<file path="src/rtl/fpga_spi_slave_regs_if.sv">
// SPI pins and register-file outputs of fpga_spi_slave_regs, bundled as one bus.
// "slave" is the block's view; "master" is the view of whatever drives the SPI pins
// and observes the register outputs.
interface fpga_spi_slave_regs_if #(
    parameter int unsigned N_REG = 16
) ();
    logic                   spi_sclk;
    logic                   spi_mosi;
    logic                   spi_ss_n;
    logic                   spi_miso;
    logic                   spi_miso_oe;
    logic [N_REG*16-1:0]    regs_out;
    logic                   wr_stb;
    logic [5:0]             wr_idx;

    modport slave (
        input  spi_sclk,
        input  spi_mosi,
        input  spi_ss_n,
        output spi_miso,
        output spi_miso_oe,
        output regs_out,
        output wr_stb,
        output wr_idx
    );

    modport master (
        output spi_sclk,
        output spi_mosi,
        output spi_ss_n,
        input  spi_miso,
        input  spi_miso_oe,
        input  regs_out,
        input  wr_stb,
        input  wr_idx
    );
endinterface

</file>
<file path="src/rtl/fpga_spi_slave_regs.sv">
// SPI mode-0 slave giving an SPI master read/write access to N_REG 16-bit registers.
// Frame: 32 bits MSB first, {W, addr[14:0], data[15:0]}. All SPI pins are
// oversampled in the clk_clk domain (clk_clk >= 8x spi_sclk).
// Optional feature macro: FPGA_SPI_SLAVE_READBACK_EN enables MISO readback;
// without it spi_miso and spi_miso_oe are tied low.
module fpga_spi_slave_regs #(
    parameter logic [14:0] BASE_ADDR = 15'h0000,
    parameter int unsigned N_REG     = 16
) (
    input  logic                  clk_clk,
    input  logic                  rst_reset_n,
    fpga_spi_slave_regs_if.slave  bus
);
    localparam int unsigned REG_W  = 16;
    localparam int unsigned IDX_W  = 6;
    localparam int unsigned CNT_W  = 6;
    localparam int unsigned ADDR_W = 15;
    localparam int unsigned CMP_W  = 17;
    localparam logic [CMP_W-1:0] BASE_EXT = CMP_W'(BASE_ADDR);
    localparam logic [CMP_W-1:0] N_EXT    = CMP_W'(N_REG);
    localparam logic [CNT_W-1:0] LAST_CMD_BIT  = CNT_W'(15);
    localparam logic [CNT_W-1:0] LAST_DATA_BIT = CNT_W'(31);

    typedef enum logic [1:0] {
        IDLE    = 2'd0,
        CMD     = 2'd1,
        DATA    = 2'd2,
        WAIT_SS = 2'd3
    } state_t;

    state_t             state_q, state_d;

    logic [1:0]         sclk_sync_q, mosi_sync_q, ss_sync_q;
    logic               sclk_prev_q, ss_prev_q;
    logic               sclk_s, mosi_s, ss_s;
    logic               sclk_rise_c, ss_fall_c;

    logic [CNT_W-1:0]   bit_cnt_q;
    logic [REG_W-1:0]   sr_q;
    logic [REG_W-1:0]   shift_word_c;
    logic [ADDR_W-1:0]  addr_c;
    logic [CMP_W-1:0]   offset_c;
    logic               hit_c;
    logic [IDX_W-1:0]   idx_c;

    logic               is_wr_q, hit_q;
    logic [IDX_W-1:0]   idx_q;

    logic               cnt_clr_c, shift_c, decode_c, frame_done_c, wr_en_c;

    logic [REG_W-1:0]   regs_q [N_REG];
    logic               wr_stb_q;
    logic [IDX_W-1:0]   wr_idx_q;

    // Two-flop synchronizers plus one history flop for edge detection.
    // ss_n resets to "selected" so a frame already in progress at reset release
    // is not mistaken for a fresh falling edge.
    always_ff @(posedge clk_clk or negedge rst_reset_n) begin
        if (!rst_reset_n) begin
            sclk_sync_q <= 2'b00;
            mosi_sync_q <= 2'b00;
            ss_sync_q   <= 2'b00;
            sclk_prev_q <= 1'b0;
            ss_prev_q   <= 1'b0;
        end else begin
            sclk_sync_q <= {sclk_sync_q[0], bus.spi_sclk};
            mosi_sync_q <= {mosi_sync_q[0], bus.spi_mosi};
            ss_sync_q   <= {ss_sync_q[0], bus.spi_ss_n};
            sclk_prev_q <= sclk_sync_q[1];
            ss_prev_q   <= ss_sync_q[1];
        end
    end

    assign sclk_s      = sclk_sync_q[1];
    assign mosi_s      = mosi_sync_q[1];
    assign ss_s        = ss_sync_q[1];
    assign sclk_rise_c = sclk_s & ~sclk_prev_q;
    assign ss_fall_c   = ~ss_s & ss_prev_q;

    // Shift register contents including the bit being sampled this cycle;
    // holds the command at the 16th sample and the data at the 32nd.
    assign shift_word_c = {sr_q[REG_W-2:0], mosi_s};
    assign addr_c       = shift_word_c[ADDR_W-1:0];
    // Addresses below BASE_ADDR wrap to a large offset and miss.
    assign offset_c     = CMP_W'(addr_c) - BASE_EXT;
    assign hit_c        = (offset_c < N_EXT);
    assign idx_c        = IDX_W'(offset_c);

    // FSM state register.
    always_ff @(posedge clk_clk or negedge rst_reset_n) begin
        if (!rst_reset_n) begin
            state_q <= IDLE;
        end else begin
            state_q <= state_d;
        end
    end

    // FSM next state and per-cycle datapath controls.
    always_comb begin
        state_d      = state_q;
        cnt_clr_c    = 1'b0;
        shift_c      = 1'b0;
        decode_c     = 1'b0;
        frame_done_c = 1'b0;
        case (state_q)
            IDLE: begin
                if (ss_fall_c) begin
                    state_d   = CMD;
                    cnt_clr_c = 1'b1;
                end
            end
            CMD: begin
                if (ss_s) begin
                    state_d = IDLE;
                end else if (sclk_rise_c) begin
                    shift_c = 1'b1;
                    if (bit_cnt_q == LAST_CMD_BIT) begin
                        state_d  = DATA;
                        decode_c = 1'b1;
                    end
                end
            end
            DATA: begin
                if (ss_s) begin
                    state_d = IDLE;
                end else if (sclk_rise_c) begin
                    shift_c = 1'b1;
                    if (bit_cnt_q == LAST_DATA_BIT) begin
                        state_d      = WAIT_SS;
                        frame_done_c = 1'b1;
                    end
                end
            end
            WAIT_SS: begin
                if (ss_s) begin
                    state_d = IDLE;
                end
            end
            default: begin
                state_d = IDLE;
            end
        endcase
    end

    assign wr_en_c = frame_done_c & is_wr_q & hit_q;

    // Bit counter, MOSI shift register and latched command decode.
    always_ff @(posedge clk_clk or negedge rst_reset_n) begin
        if (!rst_reset_n) begin
            bit_cnt_q <= '0;
            sr_q      <= '0;
            is_wr_q   <= 1'b0;
            hit_q     <= 1'b0;
            idx_q     <= '0;
        end else begin
            if (cnt_clr_c) begin
                bit_cnt_q <= '0;
            end else if (shift_c) begin
                bit_cnt_q <= bit_cnt_q + CNT_W'(1);
            end
            if (shift_c) begin
                sr_q <= shift_word_c;
            end
            if (decode_c) begin
                is_wr_q <= shift_word_c[REG_W-1];
                hit_q   <= hit_c;
                idx_q   <= idx_c;
            end
        end
    end

    // Register file with write strobe, committed on the 32nd sample of a write hit.
    always_ff @(posedge clk_clk or negedge rst_reset_n) begin
        if (!rst_reset_n) begin
            for (int unsigned k = 0; k < N_REG; k++) begin
                regs_q[k] <= '0;
            end
            wr_stb_q <= 1'b0;
            wr_idx_q <= '0;
        end else begin
            for (int unsigned k = 0; k < N_REG; k++) begin
                if (wr_en_c && (idx_q == IDX_W'(k))) begin
                    regs_q[k] <= shift_word_c;
                end
            end
            wr_stb_q <= wr_en_c;
            if (wr_en_c) begin
                wr_idx_q <= idx_q;
            end
        end
    end

    for (genvar k = 0; k < N_REG; k++) begin : g_flat
        assign bus.regs_out[k*REG_W +: REG_W] = regs_q[k];
    end

    assign bus.wr_stb = wr_stb_q;
    assign bus.wr_idx = wr_idx_q;

`ifdef FPGA_SPI_SLAVE_READBACK_EN
    logic               sclk_fall_c;
    logic [REG_W-1:0]   rd_word_c;
    logic [REG_W-1:0]   tx_q;
    logic               rd_act_q, miso_q, oe_q;

    assign sclk_fall_c = ~sclk_s & sclk_prev_q;

    // Readback word for the address being decoded; misses read as zero.
    always_comb begin
        rd_word_c = '0;
        for (int unsigned k = 0; k < N_REG; k++) begin
            if (hit_c && (idx_c == IDX_W'(k))) begin
                rd_word_c = regs_q[k];
            end
        end
    end

    // MISO shifter: loaded at decode, advanced on falling edges during DATA only.
    always_ff @(posedge clk_clk or negedge rst_reset_n) begin
        if (!rst_reset_n) begin
            tx_q     <= '0;
            rd_act_q <= 1'b0;
            miso_q   <= 1'b0;
            oe_q     <= 1'b0;
        end else begin
            if (decode_c) begin
                rd_act_q <= ~shift_word_c[REG_W-1];
                tx_q     <= rd_word_c;
            end else if (state_d != DATA) begin
                rd_act_q <= 1'b0;
            end
            if (state_d != DATA) begin
                miso_q <= 1'b0;
                oe_q   <= 1'b0;
            end else begin
                oe_q <= decode_c ? ~shift_word_c[REG_W-1] : rd_act_q;
                if (sclk_fall_c && rd_act_q) begin
                    miso_q <= tx_q[REG_W-1];
                    tx_q   <= {tx_q[REG_W-2:0], 1'b0};
                end
            end
        end
    end

    assign bus.spi_miso    = miso_q;
    assign bus.spi_miso_oe = oe_q;
`else
    assign bus.spi_miso    = 1'b0;
    assign bus.spi_miso_oe = 1'b0;
`endif

endmodule

</file>
<file path="src/flat_wrapper.sv">
// flat-port wrapper written by rule: the top's interface ports become plain ports
module fpga_spi_slave_regs_flat 
#(
    parameter logic [14:0] BASE_ADDR = 15'h0000,
    parameter int unsigned N_REG     = 16
)
  (clk_clk, rst_reset_n, bus_spi_sclk, bus_spi_mosi, bus_spi_ss_n, bus_spi_miso, bus_spi_miso_oe, bus_regs_out, bus_wr_stb, bus_wr_idx);
  fpga_spi_slave_regs_if #(.N_REG(N_REG)) bus_i ();
  input  logic clk_clk;
  input  logic rst_reset_n;
  input wire logic [$bits(bus_i.spi_sclk)-1:0] bus_spi_sclk;
  input wire logic [$bits(bus_i.spi_mosi)-1:0] bus_spi_mosi;
  input wire logic [$bits(bus_i.spi_ss_n)-1:0] bus_spi_ss_n;
  output wire logic [$bits(bus_i.spi_miso)-1:0] bus_spi_miso;
  output wire logic [$bits(bus_i.spi_miso_oe)-1:0] bus_spi_miso_oe;
  output wire logic [$bits(bus_i.regs_out)-1:0] bus_regs_out;
  output wire logic [$bits(bus_i.wr_stb)-1:0] bus_wr_stb;
  output wire logic [$bits(bus_i.wr_idx)-1:0] bus_wr_idx;
  assign bus_i.spi_sclk = bus_spi_sclk;
  assign bus_i.spi_mosi = bus_spi_mosi;
  assign bus_i.spi_ss_n = bus_spi_ss_n;
  assign bus_spi_miso = bus_i.spi_miso;
  assign bus_spi_miso_oe = bus_i.spi_miso_oe;
  assign bus_regs_out = bus_i.regs_out;
  assign bus_wr_stb = bus_i.wr_stb;
  assign bus_wr_idx = bus_i.wr_idx;
  fpga_spi_slave_regs #(.BASE_ADDR(BASE_ADDR), .N_REG(N_REG)) u_core (.clk_clk(clk_clk), .rst_reset_n(rst_reset_n), .bus(bus_i));
endmodule
</file>
<file path="config.mk">
export PLATFORM = sky130hd
export DESIGN_NAME = fpga_spi_slave_regs_flat
export DESIGN_NICKNAME = d
export VERILOG_FILES = /design/src/rtl/fpga_spi_slave_regs_if.sv /design/src/rtl/fpga_spi_slave_regs.sv /design/src/flat_wrapper.sv
export SDC_FILE = /design/constraint.sdc
export NUM_CORES = 1
export LEC_CHECK = 0
export ABC_CLOCK_PERIOD_IN_PS = 2880
export CAP_MARGIN = 20
export CELL_PAD_IN_SITES_DETAIL_PLACEMENT = 1
export CELL_PAD_IN_SITES_GLOBAL_PLACEMENT = 1
export CORE_MARGIN = 4
export CORE_UTILIZATION = 42
export DETAILED_ROUTE_END_ITERATION = 6
export PLACE_DENSITY_LB_ADDON = 0.1
export SLEW_MARGIN = 20
export SYNTH_ARGS = -nofsm -noshare
export SYNTH_HDL_FRONTEND = slang
export SYNTH_SLANG_ARGS = --single-unit
</file>
<file path="constraint.sdc">
create_clock -name clk_clk -period 2.88 [get_ports clk_clk]
set_input_delay 0.576 -clock clk_clk [delete_from_list [all_inputs] [get_ports clk_clk]]
set_output_delay 0.576 -clock clk_clk [all_outputs]
set_load 0.02 [all_outputs]
</file>
==> impl_metrics.tcl <==
set metrics [dict create \
    status "finished clean" \
    critPathKind "reg -> reg" \
    hold_viol_final 0 \
    synth_top_area_cell "dfrtp_1" \
    start_kind "flip-flop" \
    fin_skew_ns 0.0176 \
    peakVddDrop_uv 520 \
    finish.utilization_pct 56.9 \
    worstMarginPinSlew_ns 0.800 \
    setup_viol 0 \
    initial_core_util_pct 43.0 \
    routed_via_density 4.99 \
    max_freq_mhz 404 \
    cap_viol_max_count 0 \
    drc_errors 0 \
    die_x_microns 180 \
    grtUsageTotal_pct 19.4 \
    syn_inst 731 \
    fp.coreArea_sq_um 29000 \
    synth.cell_area_sq_um 12500 \
    synth_ff_type "dfrtp_1" \
    synth_seq_area_share_pct 60.6 \
    fin_ws_ns 0.408 \
    overflow 0 \
    cpLargestDelayFamily "simple AND/OR/NAND/NOR gates" \
    num_vias 7012 \
    antenna_cells 0 \
    synthTopCellsByArea "dfrtp_1 (61%), mux2_4 (16%), mux2_2 (11%), mux2_1 (2.7%), buf_6 (1.3%)" \
    clk_transition_reported_paths_ns 0.06 \
    wl_microns 31700 \
    maxSlewViolCount 0 \
    ant_nets 0 \
    synth_xor_area_share_pct 0.351 \
    drt_first_pass_iters 6 \
    hold_ws_ns 0.00186 \
    finalSetupTns_ns 0 \
    preCtsSetupSlack_ns 0.430 \
    clkLatencyLatePin_ns 0.50 \
    synth_edf_count 0 \
    synth-seq-cells 302 \
    grt_first_pass_wirelength_microns 49900 \
    holdBufCountCts 0 \
    grt_pass1_vias 7700 \
    cp_max_fo 11 \
    area_delta_synth_final_pct 32.3 \
    synth_fa_ha_area_share_pct 0.501 \
    endpoint_kind "flip-flop" \
    power_density_nw_per_um2 542 \
    hp-class "in -> async" \
    syn_avg_cell_area_sq_um 17.1 \
    min_period_ns 2.47 \
    synth-simple-area-share_pct 4.93 \
    cellLeakagePower_nw 7.97 \
    place_congestion 0.765 \
    die-area_sq_um 32500 \
    r2r-start "u_core.state_q[0]$_DFFE_PN0P_" \
    portBuffers 267 \
    final_layout_size_suffix_gt1_share_pct 34.3 \
    drtIter0Drc 311 \
    synth_warnings 0 \
    rsz0062_at_grt "false" \
    ioPinCount 270 \
    numClockSinks 302 \
    relSlewSlack_pct 46.6 \
    dieHeight_microns 180 \
    synthArstFlopShare_pct 100 \
    synth_top_family_by_area "multiplexers" \
    ctsResizeCount 0 \
    post_cts_buffers 0 \
    cp_data_arrival_time_ns 2.84 \
    cp_slowest_cell "nor3_4" \
    period_share_pct 85.8 \
    cts_root_buffer "clkbuf_16" \
    path_cells "inv_1 > ha_1 > and3_1 > nand3b_1 > nor3_4 > buf_4 > mux2_1" \
    critPathMaxStageDelay_ns 0.40 \
    crit_buf_inv 2 \
    antenna_found_initial 0 \
    synth_top_area_share_pct 60.6 \
    dp_hpwl_microns 22100 \
    synth_mux_area_share_pct 29.8 \
    r2r_slack_ns 0.41 \
    cts_buffer_depth 3 \
    nets 1010 \
    num_rows 62 \
    numCtsBuffers 35 \
    crit_required_ns 3.25 \
    grt_max_degree 69 \
    cts_tree "built" \
    wl_per_cell_microns 22.6 \
    r2r-end "u_core.bus.regs_out[155]$_DFFE_PN0P_" \
    synth-compound-area-share_pct 0.381 \
    htreeDepth 2 \
    synthDistinctLibCells 45 \
    ff2ff_path_depth 7 \
]
## routing by layer
| layer | share of wire (%) | track usage [%] |
|---|---|---|
| met2 | 51 | 33.6 |
| met5 | 0 | 0 |
| met3 | 4.9 | 4.28 |
| met4 | 1.9 | 4.51 |
| met1 | 43 | 25.1 |
## worst reg2reg max path: stages, from the launching register on
cell,delay [ns]
dfrtp_1,0.39
inv_1,0.11
ha_1,0.29
and3_1,0.29
nand3b_1,0.21
nor3_4,0.40
buf_4,0.29
mux2_1,0.35
## cell families (layout without fill, tap and decap cells)
family	Yosys count	after routing
flops	302	302
mux	287	287
simple gates	63	63
buf+inv	62	350
compound gates	6	6
fa+ha+maj	5	5
xor+xnor	5	5
other cells	1	2
## cells in the mapped netlist, types with 4 or more instances
cell / count
nor3_4: 8
buf_6: 14
buf_4: 5
nand2_1: 7
xor2_1: 4
ha_1: 5
nor2_1: 11
mux2_1: 30
dfrtp_1: 302
mux2_2: 125
clkbuf_1: 22
mux2_4: 130
nand3_4: 8
buf_1: 11
## area by class of cell
cell class / count / area, sq um
timing repair buffer: 290 / 2900
multi-input combinational: 368 / 4510
clock buffer: 52 / 1020
clock inverter: 5 / 27.5
sequential: 302 / 7560
inverter: 3 / 11.3
tap: 384 / 480
fill: 2708 / 12500
## worst max-delay path by stage
stage / from / end / slack, ns / cells after the start
finish: u_core.state_q[0]$_DFFE_PN0P_ / u_core.bus.regs_out[155]$_DFFE_PN0P_ / 0.41 / 7
global route: u_core.state_q[0]$_DFFE_PN0P_ / u_core.bus.regs_out[154]$_DFFE_PN0P_ / 0.23 / 7
CTS: u_core.state_q[0]$_DFFE_PN0P_ / u_core.bus.regs_out[155]$_DFFE_PN0P_ / 0.40 / 7
detailed placement: u_core.state_q[0]$_DFFE_PN0P_ / u_core.bus.regs_out[15]$_DFFE_PN0P_ / 0.43 / 7
global placement: u_core.state_q[0]$_DFFE_PN0P_ / u_core.bus.regs_out[4]$_DFFE_PN0P_ / 0.48 / 7
floorplan: u_core.state_q[0]$_DFFE_PN0P_ / u_core.bus.regs_out[10]$_DFFE_PN0P_ / 0.69 / 7
## power by group
part / switching [W] / internal (W)
Clock: 0.00164 / 0.00244
Sequential: 0.000217 / 0.00430
Combinational: 0.000213 / 0.000137
## cell usage in the layout, fill, tap and decap left out, drive strengths merged, types with 3 or more instances in the layout
master / n
inv: 3
nor2: 11
xor2: 4
buf: 24
ha: 5
nor4: 3
nand3: 11
dfrtp: 302
nand2: 7
nor3: 11
mux2: 285
clkbuf: 52
and3: 3
clkinv: 4
clkdlybuf4s50: 266
## through the flow
step                area (sq um)  cells  power [W]
floorplan                  12500    732    0.00469
detailed placement         15500   1347    0.00497
CTS                        16500   1404    0.00910
global route               16500   1404    0.00935
global placement           15500   1347    0.00496
finish                     16500   1404    0.00894
## registers in the layout, indices dropped and copies added (netlist names)
name	count
u_core.bit_cnt_q	6
u_core.bus.regs_out	256
u_core.bus.wr_idx	6
u_core.bus.wr_stb	1
u_core.hit_q	1
u_core.idx_q	6
u_core.is_wr_q	1
u_core.mosi_sync_q	2
u_core.sclk_prev_q	1
u_core.sclk_sync_q	2
u_core.sr_q	15
u_core.ss_prev_q	1
u_core.ss_sync_q	2
u_core.state_q	2
(Power assumes the default switching activity.)
